### config.mk
export PLATFORM = sky130hd
export DESIGN_NAME = pkt_qos_rr_arb
export DESIGN_NICKNAME = d
export VERILOG_FILES = /design/src/rtl/pkt_arb_pkg.sv /design/src/rtl/pkt_qos_rr_arb_rr_pick.sv /design/src/rtl/pkt_qos_rr_arb.sv
export SDC_FILE = /design/constraint.sdc
export NUM_CORES = 1
export LEC_CHECK = 0
export ABC_AREA = 1
export BUFFER_PORTS_ARGS = -buffer_cell sky130_fd_sc_hd__buf_2
export CAP_MARGIN = 40
export CORE_MARGIN = 2
export CORE_UTILIZATION = 59
export CTS_CLUSTER_DIAMETER = 60
export DETAILED_ROUTE_END_ITERATION = 10
export GPL_TIMING_DRIVEN = 1
export PLACE_DENSITY = 0.9
export SLEW_MARGIN = 20
export SYNTH_ARGS = -nofsm -noshare
export SYNTH_HDL_FRONTEND = slang
export SYNTH_SLANG_ARGS = --single-unit
export TNS_END_PERCENT = 100
### constraint.sdc
create_clock -name clk -period 7.45 [get_ports clk]
set_input_delay 1.1175 -clock clk [delete_from_list [all_inputs] [get_ports clk]]
set_output_delay 1.1175 -clock clk [all_outputs]
set_load 0.1 [all_outputs]
### src/rtl/pkt_arb_pkg.sv
// Shared packet layout and sizing helpers for the QoS round-robin ejection arbiter.
package pkt_arb_pkg;

    localparam int PKT_W    = 23;
    localparam int TYPE_MSB = 22;
    localparam int TYPE_LSB = 21;
    localparam int QOS_BIT  = 20;
    localparam int SRC_MSB  = 19;
    localparam int SRC_LSB  = 14;
    localparam int TGT_MSB  = 13;
    localparam int TGT_LSB  = 8;
    localparam int DATA_MSB = 7;
    localparam int DATA_LSB = 0;

    // Index width for n channels; a single channel still needs one bit.
    function automatic int clog2_min1(input int n);
        int w;
        w = 0;
        for (int i = 0; i < 31; i++) begin
            if ((1 << w) < n) w++;
        end
        return (w < 1) ? 1 : w;
    endfunction

endpackage

### src/rtl/pkt_qos_rr_arb_rr_pick.sv
// Round-robin pick: first set request strictly after ptr, wrapping modulo N.
module rr_pick #(
    parameter int N     = 7,
    parameter int IDX_W = 3
) (
    input  logic [N-1:0]     req,
    input  logic [IDX_W-1:0] ptr,
    output logic [IDX_W-1:0] gnt_idx,
    output logic             any
);

    always_comb begin
        int j;
        j       = 0;
        gnt_idx = '0;
        any     = 1'b0;
        for (int k = 1; k <= N; k++) begin
            j = (int'(ptr) + k) % N;
            if (!any && req[j]) begin
                any     = 1'b1;
                gnt_idx = IDX_W'(j);
            end
        end
    end

endmodule

### src/rtl/pkt_qos_rr_arb.sv
// QoS-first round-robin merge of N_REQ packet channels onto one registered output.
// Optional low-QoS anti-starvation aging is enabled with `define PKT_QOS_ARB_AGING_EN.
module pkt_qos_rr_arb
    import pkt_arb_pkg::*;
#(
    parameter int N_REQ = 7,
    parameter int PKT_W = pkt_arb_pkg::PKT_W,
`ifdef PKT_QOS_ARB_AGING_EN
    parameter int AGE_LIM = 8,
`endif
    localparam int IDX_W = clog2_min1(N_REQ)
) (
    input  logic                   clk,
    input  logic                   rst,
    input  logic [N_REQ-1:0]       req_vld,
    output logic [N_REQ-1:0]       req_rdy,
    input  logic [N_REQ*PKT_W-1:0] req_pkt,
    output logic                   out_vld,
    input  logic                   out_rdy,
    output logic [PKT_W-1:0]       out_pkt,
    output logic [IDX_W-1:0]       out_idx
);

    logic [N_REQ-1:0] hi_set;
    logic [N_REQ-1:0] lo_set;
    logic [IDX_W-1:0] ptr_hi;
    logic [IDX_W-1:0] ptr_lo;
    logic [IDX_W-1:0] hi_idx;
    logic [IDX_W-1:0] lo_idx;
    logic [IDX_W-1:0] gnt_idx;
    logic             hi_any;
    logic             lo_any;
    logic             accept;
    logic             force_lo;
    logic             sel_hi;
    logic             grant;

    always_comb begin
        hi_set = '0;
        lo_set = '0;
        for (int i = 0; i < N_REQ; i++) begin
            hi_set[i] = req_vld[i] &  req_pkt[i*PKT_W + QOS_BIT];
            lo_set[i] = req_vld[i] & ~req_pkt[i*PKT_W + QOS_BIT];
        end
    end

    rr_pick #(.N(N_REQ), .IDX_W(IDX_W)) u_pick_hi (
        .req     (hi_set),
        .ptr     (ptr_hi),
        .gnt_idx (hi_idx),
        .any     (hi_any)
    );

    rr_pick #(.N(N_REQ), .IDX_W(IDX_W)) u_pick_lo (
        .req     (lo_set),
        .ptr     (ptr_lo),
        .gnt_idx (lo_idx),
        .any     (lo_any)
    );

`ifdef PKT_QOS_ARB_AGING_EN
    logic [7:0] age_cnt;

    assign force_lo = (age_cnt == 8'(AGE_LIM)) && lo_any;

    // Counts hi grants that bypassed waiting lo traffic; frozen under backpressure.
    always_ff @(posedge clk) begin
        if (rst) begin
            age_cnt <= '0;
        end else if (!lo_any) begin
            age_cnt <= '0;
        end else if (grant && !sel_hi) begin
            age_cnt <= '0;
        end else if (grant && sel_hi && (age_cnt != 8'(AGE_LIM))) begin
            age_cnt <= age_cnt + 8'd1;
        end
    end
`else
    assign force_lo = 1'b0;
`endif

    assign accept  = !out_vld || out_rdy;
    assign sel_hi  = hi_any && !force_lo;
    assign grant   = !rst && accept && (hi_any || lo_any);
    assign gnt_idx = sel_hi ? hi_idx : lo_idx;

    always_comb begin
        req_rdy = '0;
        if (grant) req_rdy[gnt_idx] = 1'b1;
    end

    always_ff @(posedge clk) begin
        if (rst) begin
            out_vld <= 1'b0;
            out_pkt <= '0;
            out_idx <= '0;
            ptr_hi  <= IDX_W'(N_REQ - 1);
            ptr_lo  <= IDX_W'(N_REQ - 1);
        end else if (grant) begin
            out_vld <= 1'b1;
            out_pkt <= req_pkt[int'(gnt_idx)*PKT_W +: PKT_W];
            out_idx <= gnt_idx;
            if (sel_hi) ptr_hi <= gnt_idx;
            else        ptr_lo <= gnt_idx;
        end else if (out_rdy) begin
            out_vld <= 1'b0;
        end
    end

endmodule
# Yosys cells after proc, flatten, opt, wreduce, memory -nomap -nowiden
# Cells that the tools add are included.
# classes
n_addsub	14
n_mux	76
n_mul	1
order_cmp	16
reduce_logical	34
shift	1
bitwise	22
n_div	14
# ops
cell	n
$lt A32 B5 Y1 const B	14
$mod A32 B4 Y32 const B	14
$shiftx A161 B9 Y23	1
$mux W1	45
$mux W3	15
$bmux W1 S3	14
$add A3 B3 Y4 const B	8
$add A3 B2 Y4 const B	4
$logic_and A1 B1 Y1	15
$and A1 B1 Y1	14
$logic_not A1 Y1	14
$add A3 B1 Y4 const B	2
$mul A3 B5 Y8 const B	1
$not A1 Y1	8
$mux W7	1
$lt A3 B4 Y1 const B	1
$reduce_and A2 Y1	2
$demux W1 S3	1
$ge A3 B1 Y1 const B	1
$logic_or A1 B1 Y1	2
$reduce_bool A2 Y1	1
# totals
inputBits	171
reg_bits	33
output_inout_bits	34

# Depth between registers and ports, before layout
# Gate-level depths: netlist (run 1).
# logic_depth
depth_word	30
mapped_depth	35

# Modules after synthesis
# A second synthesis (run 1) with hierarchy kept.
# unflattened
hier_cells	1382
hier_area_um2	7268.2
# modules_own_cells
mod	area_each_um2	cells_per_inst	instances
pkt_qos_rr_arb	3296.9	671	1
rr_pick at u_pick_lo	2139.6	383	1
rr_pick at u_pick_hi	1831.8	328	1

# Worst setup path before layout (run 1)
# No wires, ideal clock.
# synth_path
path_type	register to output
start	register ptr_hi[0]
end	output port req_rdy[6]
arrival_ps	5516
path_stages_with_launch	28
setup_slack_ps	816
cell_sequence	dfxtp_1 buf_4 buf_2 inv_1 ha_1 xor2_4 inv_1 ha_1 ha_1 inv_1 nand2_2 xor2_2 ha_1 nand3_2 nand2_1 nand2_1 nand2_1 nand2_1 nand3b_1 nand2_2 inv_1 nor2_1 nand2_1 nand3_1 nand2_1 nand2_1 o21ai_2 nor3_1
# synth_between
elab_chain_cells	30
elab_cells_between_ends	70
cone_classes	7 x add/sub; 7 x div; 2 x order compare; 39 x mux; 15 x reduce/logical
# synth_lines
item	line_no	text
from (decl)	pkt_qos_rr_arb.sv:26	logic [IDX_W-1:0] ptr_hi;
from (signal assigned)	pkt_qos_rr_arb.sv:97	ptr_hi <= IDX_W'(N_REQ - 1);
from (signal assigned)	pkt_qos_rr_arb.sv:103	if (sel_hi) ptr_hi <= gnt_idx;
$add A3 B1 Y4	pkt_qos_rr_arb_rr_pick.sv:18	j = (int'(ptr) + k) % N;
$mod A32 B4 Y32	pkt_qos_rr_arb_rr_pick.sv:18	
$bmux W1 S3	pkt_qos_rr_arb_rr_pick.sv:19	if (!any && req[j]) begin
$mux W1 (implied by the code) (2 in series)	pkt_qos_rr_arb_rr_pick.sv:19	
$mux W1	pkt_qos_rr_arb_rr_pick.sv:19	
$logic_not A1 Y1	pkt_qos_rr_arb_rr_pick.sv:19	
$logic_and A1 B1 Y1	pkt_qos_rr_arb_rr_pick.sv:19	
$mux W1	pkt_qos_rr_arb_rr_pick.sv:19	
(+13 left out)	--	
$logic_and A1 B1 Y1	pkt_qos_rr_arb_rr_pick.sv:19	
$mux W3 / $mux W1 (equally long branches)	pkt_qos_rr_arb_rr_pick.sv:19	
$mux W3	pkt_qos_rr_arb.sv:85	assign gnt_idx = sel_hi ? hi_idx : lo_idx;
$lt A3 B4 Y1 (implied by the code) / $ge A3 B1 Y1 (equally long branches)	pkt_qos_rr_arb.sv:89	if (grant) req_rdy[gnt_idx] = 1'b1;
$logic_and A1 B1 Y1 (implied by the code)	pkt_qos_rr_arb.sv:89	
$mux W1 (implied by the code)	pkt_qos_rr_arb.sv:89	
$demux W1 S3	pkt_qos_rr_arb.sv:89	
$mux W7 *	pkt_qos_rr_arb.sv:89	
to (decl)	pkt_qos_rr_arb.sv:16	output logic [N_REQ-1:0] req_rdy,
# Every way passes the cells marked *; elsewhere a longest branch is shown, timed or not. The select of a mux whose other input is x is not followed.

# Worst setup path in the final report (run 1)
# layout_path
start	register ptr_hi[1]
end	output port req_rdy[1]
# The elaborated chain is that of the path after synthesis.

==> flow_metrics.env, run 1 <==
export IMPL_post_cts_buffers=0
export IMPL_ys_flop_type="dfxtp_1"
export IMPL_grt_antenna_before_repair=0
export IMPL_crit_type="register to output pin"
export IMPL_overflow=0
export IMPL_via_per_inst=5.436
export IMPL_io_pins=205
export IMPL_wl_mm=21.72
export IMPL_critPathRequiredTime_ns=6.33
export IMPL_hold_end="out_idx[1]"
export IMPL_crit_buf_inv=5
export IMPL_hold_ws_ns=0.4775
export IMPL_ys_async_sr_fraction=0
export IMPL_synth_edf_count=0
export IMPL_drt_iter0_drc=872
export IMPL_grt_pass1_vias=7538
export IMPL_cts_made_buffers=5
export IMPL_fmax_mhz=152.4
export IMPL_worst_hold_path_num_cells=2
export IMPL_slew_headroom=0.4842
export IMPL_layout_drive_gt1_share=0.2172
export IMPL_die_h_um=112.1
export IMPL_drv_cap=0
export IMPL_slowest_delay_ns=0.54
export IMPL_reg2regPathDepth=29
export IMPL_port_buffers=204
export IMPL_met1_length_mm=9.474
export IMPL_ctsResizeCount=0
export IMPL_cts_sinks=33
export IMPL_min_period_over_period=0.8807
export IMPL_hold_class="register to register"
export IMPL_grt_pass1_wl_mm=34.96
export IMPL_cp_arrival_ns=5.44
export IMPL_areaGrowthSynthToFinish_pct=16.40
export IMPL_rr_endpoint="out_pkt[10]"
export IMPL_gp_congestion=0.9664
export IMPL_fin_skew_ns=0.006102
export IMPL_design_core_area_um2=11420
export IMPL_avgSynthCellArea_um2=5.414
export IMPL_start_util=0.6041
export IMPL_grt_usage=0.3272
export IMPL_die_x_um=112.1
export IMPL_hpwl_mm=17.17
export IMPL_final_hold_viol_count=0
export IMPL_cp_end_kind="output pin"
export IMPL_rsz0062_at_grt="no"
export IMPL_drt_antenna_violating_nets=0
export IMPL_firstDrtPassIters=9
export IMPL_cts_htree_levels=2
export IMPL_cts_root_buf="clkbuf_16"
export IMPL_die_area_um2=12570
export IMPL_dr_max_layer_used="met4"
export IMPL_fin_area_um2=8029
export IMPL_setup_viol=0
export IMPL_cp_common_cell="nand2_1"
export IMPL_rrSetupSlack_ns=2.08
export IMPL_cts_tree="built"
export IMPL_outcome="complete, no violations"
export IMPL_worstSkewPairLatency_ns=0.28
export IMPL_synth_seq_area_share=0.09577
export IMPL_diodes=0
export IMPL_wire_per_inst_um=13.59
export IMPL_cts_hold_buf=0
export IMPL_path_clk_slew_ns=0.05
export IMPL_num_rows=39
export IMPL_syn_num_nets=1491
export IMPL_drc=0
export IMPL_nets=1671
export IMPL_final_core_util=0.7032
export IMPL_vias=8687
export IMPL_place_area_um2=7856
export IMPL_synth_area_um2=6898
export IMPL_drv_slew=0
export IMPL_ys_types=44
export IMPL_period_needed_ns=6.561
export IMPL_crit_fanout=24
export IMPL_dr_wl_met2_mm=9.960
export IMPL_ys_ff_latch=33
export IMPL_min_delay_start="out_idx[1]"
export IMPL_synthCells=1274
export IMPL_tns_ns=0
export IMPL_slowest_stage="dfxtp_1"
export IMPL_yosysWarnings=0
export IMPL_tightest_slew_ns=0.7725
export IMPL_r2r_start="ptr_hi[1]"
export IMPL_path_delay_family="simple AND/OR/NAND/NOR gates"
export IMPL_cts_buffer_depth=2
export IMPL_wl_met3_mm=1.835
export IMPL_grt_max_degree=66
export IMPL_crit_path_start_kind="register"
[metrics by stage]
step	setup WS, ns	cells
final	0.8885	1598
after global placement	1.440	1590
after global routing	0.4189	1598
after detailed placement	1.254	1590
after floorplan	0.8160	1274
after CTS	0.9347	1598
[cells by family (layout without fill, tap and decap cells)]
family                   after synthesis  count (layout)  synth area share
AND/OR/NAND/NOR                      844             844            0.5556
buffers and inverters                212             393            0.1375
AO/OA/AOI/OAI                        120             120           0.09868
adder cells (fa/ha/maj)               46              46           0.08344
flip-flops                            33              33           0.09577
XOR/XNOR                              19              19           0.02902
[sequential cells by signal, summed over array words and instances (netlist names)]
register  cells
out_pkt      23
out_idx       3
ptr_hi        3
ptr_lo        3
out_vld       1
[routing by layer]
metal	vias to the layer above	GRT usage
li1	4400	-
met2	421	0.5293
met5	-	0
met3	49	0.03996
met1	3817	0.4651
met4	0	0.07886
[layout make-up]
| type | count | area [um2] |
|---|---|---|
| Multi-Input combinational cell | 1029 | 5291 |
| Fill cell | 1027 | 3390 |
| Timing Repair Buffer | 210 | 1066 |
| Sequential cell | 33 | 660.6 |
| Inverter | 175 | 659.4 |
| Tap cell | 143 | 178.9 |
| Clock buffer | 7 | 142.6 |
| Clock inverter | 1 | 30.03 |
[cell usage in the layout (no fill, tap or decap), types with 13 or more instances in the layout]
master	netlist	final
nand2_1	480	479
buf_2	9	204
nand3_1	175	175
inv_1	160	160
nor2_1	90	90
ha_1	46	46
a21oi_1	44	44
dfxtp_1	33	33
o21ai_0	32	32
nand2_2	29	30
nand3_2	20	20
xor2_1	15	15
o21ai_1	15	15
nand4_1	13	13
o211ai_1	13	13
[cells in the mapped netlist (2+ instances only)]
| cell | number | share of area |
|---|---|---|
| nand2_1 | 480 | 0.26 |
| nand3_1 | 175 | 0.13 |
| inv_1 | 160 | 0.087 |
| nor2_1 | 90 | 0.049 |
| ha_1 | 46 | 0.083 |
| a21oi_1 | 44 | 0.032 |
| dfxtp_1 | 33 | 0.096 |
| o21ai_0 | 32 | 0.023 |
| nand2_2 | 29 | 0.026 |
| nand3_2 | 20 | 0.029 |
| o21ai_1 | 15 | 0.011 |
| xor2_1 | 15 | 0.019 |
| buf_6 | 14 | 0.023 |
| nand4_1 | 13 | 0.012 |
| o211ai_1 | 13 | 0.014 |
| inv_2 | 12 | 0.0065 |
| buf_2 | 9 | 0.0065 |
| buf_4 | 9 | 0.0098 |
| nor2_4 | 8 | 0.013 |
| nor3_1 | 8 | 0.0058 |
| nor2_2 | 7 | 0.0063 |
| o21ai_2 | 6 | 0.0076 |
| clkbuf_1 | 5 | 0.0027 |
| a31oi_1 | 3 | 0.0027 |
| nand2_4 | 3 | 0.0049 |
| nand3b_1 | 3 | 0.0033 |
| a22oi_1 | 2 | 0.0022 |
| clkinv_1 | 2 | 0.0011 |
| nor2_8 | 2 | 0.0058 |
| xor2_2 | 2 | 0.0047 |
[how the worst max path moves through the flow]
stage	startpoint	end	slack (ns)	cells past startpoint
floorplan	ptr_hi[0]	req_rdy[6]	0.82	27
global placement	ptr_lo[0]	req_rdy[5]	1.44	29
detailed placement	ptr_hi[1]	req_rdy[1]	1.25	26
CTS	ptr_hi[1]	req_rdy[1]	0.93	26
global route	ptr_hi[1]	req_rdy[3]	0.42	26
finish	ptr_hi[1]	req_rdy[1]	0.89	26
[worst reg2reg max path: cells and delay by family, from the launching register on]
family                   cells  cell delay [ns]
AND/OR/NAND/NOR             19             2.52
adder cells (fa/ha/maj)      4             1.12
buffers and inverters        5             0.84
flip-flops                   1             0.54
XOR/XNOR                     1             0.23
Power of run 1 is left out: the tool's default activity adds up to more than one toggle a clock period on the data nets, which glitch-free logic cannot reach.
==> run 2, diff against run 1 <==
REMOVE_ABC_BUFFERS = 1   (was not set)
==> run 2 against run 1 <==
Routed wire length is 2.8% lower; critical path depth stayed put; first-iteration DRC count shrank 31%; cell area increased by 0.12%; flip-flop and latch count is the same; hold slack improved by 0.017 ns; critical endpoint is now req_rdy[4]; largest cell class unchanged; highest routed layer unchanged.
==> flow_metrics.env, run 2 (same netlist as run 1, synthesis figures left out) <==
export IMPL_outcome="complete, no violations"
export IMPL_hold_class="register to register"
export IMPL_r2r_start="ptr_hi[1]"
export IMPL_grt_max_degree=66
export IMPL_tns_ns=0
export IMPL_cp_arrival_ns=5.44
export IMPL_nets=1674
export IMPL_vias=8613
export IMPL_worstSkewPairLatency_ns=0.28
export IMPL_cp_common_cell="nand2_1"
export IMPL_drc=0
export IMPL_gp_congestion=0.9961
export IMPL_cts_buffer_depth=2
export IMPL_critPathRequiredTime_ns=6.33
export IMPL_grt_usage=0.3162
export IMPL_tightest_slew_ns=0.7772
export IMPL_areaGrowthSynthToFinish_pct=16.54
export IMPL_cts_sinks=33
export IMPL_fmax_mhz=152.5
export IMPL_crit_type="register to output pin"
export IMPL_via_per_inst=5.383
export IMPL_crit_path_start_kind="register"
export IMPL_drv_slew=0
export IMPL_hold_end="out_idx[0]"
export IMPL_slew_headroom=0.4811
export IMPL_final_hold_viol_count=0
export IMPL_cts_htree_levels=2
export IMPL_drt_antenna_violating_nets=0
export IMPL_largest_register="out_pkt"
export IMPL_wl_mm=21.12
export IMPL_rr_endpoint="out_pkt[11]"
export IMPL_cp_end_kind="output pin"
export IMPL_cts_hold_buf=0
export IMPL_post_cts_buffers=0
export IMPL_drt_iter0_drc=604
export IMPL_worst_hold_path_num_cells=2
export IMPL_crit_buf_inv=5
export IMPL_start_util=0.6041
export IMPL_rrSetupSlack_ns=2.25
export IMPL_grt_pass1_vias=7391
export IMPL_die_x_um=112.1
export IMPL_slowest_delay_ns=0.51
export IMPL_layout_commonest_cell="nand2_1"
export IMPL_layout_common_cells="nand2_1 (479), buf_2 (204), nand3_1 (175), inv_1 (160), nor2_1 (90)"
export IMPL_layout_drive_gt1_share=0.2189
export IMPL_diodes=0
export IMPL_design_core_area_um2=11420
export IMPL_drv_cap=0
export IMPL_reg2regPathDepth=29
export IMPL_min_period_over_period=0.8803
export IMPL_setup_viol=0
export IMPL_die_h_um=112.1
export IMPL_period_needed_ns=6.558
export IMPL_fin_skew_ns=0.004612
export IMPL_grt_antenna_before_repair=0
export IMPL_ctsResizeCount=0
export IMPL_path_clk_slew_ns=0.06
export IMPL_io_pins=205
export IMPL_crit_fanout=24
export IMPL_final_core_util=0.7040
export IMPL_num_rows=39
export IMPL_wire_per_inst_um=13.20
export IMPL_firstDrtPassIters=5
export IMPL_hpwl_mm=16.74
export IMPL_largest_register_ffs=23
export IMPL_path_delay_family="simple AND/OR/NAND/NOR gates"
export IMPL_die_area_um2=12570
export IMPL_fillers=1055
export IMPL_cts_tree="built"
export IMPL_crit_path_start="ptr_hi[1]"
export IMPL_grt_pass1_wl_mm=33.81
export IMPL_slowest_stage="dfxtp_1"
export IMPL_rsz0062_at_grt="no"
export IMPL_min_delay_start="out_idx[0]"
export IMPL_overflow=0
export IMPL_port_buffers=204
export IMPL_cts_root_buf="clkbuf_16"
export IMPL_cts_made_buffers=5
## run 2: how the worst max path moves through the flow
stage                             to  slack, ns  cells past startpoint
after global routing      req_rdy[4]       0.39                     26
after floorplan           req_rdy[0]       0.48                     22
after CTS                 req_rdy[3]       0.96                     25
after detailed placement  req_rdy[3]       1.27                     25
after global placement    req_rdy[0]       1.45                     27
final                     req_rdy[4]       0.89                     26
## run 2: area by class of cell
cell class	count	area, um2	share of cell area
multi-input combinational	1029	5291	0.6582
tap	143	178.9	0.02226
clock buffer	5	125.1	0.01556
timing repair buffer	213	1089	0.1354
sequential	33	660.6	0.08218
clock inverter	2	35.03	0.004358
inverter	175	659.4	0.08202
## run 2: layer usage
layer	wire, um	track usage	up-vias
li1	-	-	4413
met1	9065	0.4067	3835
met2	10250	0.5643	331
met3	1374	0.03402	34
met4	429	0.08211	0
met5	0	0	-
## run 2: stage by stage
stage                     setup slack [ns]  std cells  cell area, um2  hold WS [ns]
after floorplan                     0.4755       1237            6609        0.6016
after global placement               1.449       1593            7879        0.4747
after detailed placement             1.275       1593            7879        0.4836
after CTS                           0.9556       1600            8039        0.4965
after global routing                0.3908       1600            8039        0.5261
final                               0.8920       1600            8039        0.4944
## run 2: tightest hold or removal path, stage by stage (launching register included)
cell,delay [ns]
dfxtp_1,0.31
nand3_1,0.09
nand2_1,0.05
Power of run 2 is left out for the same reason.
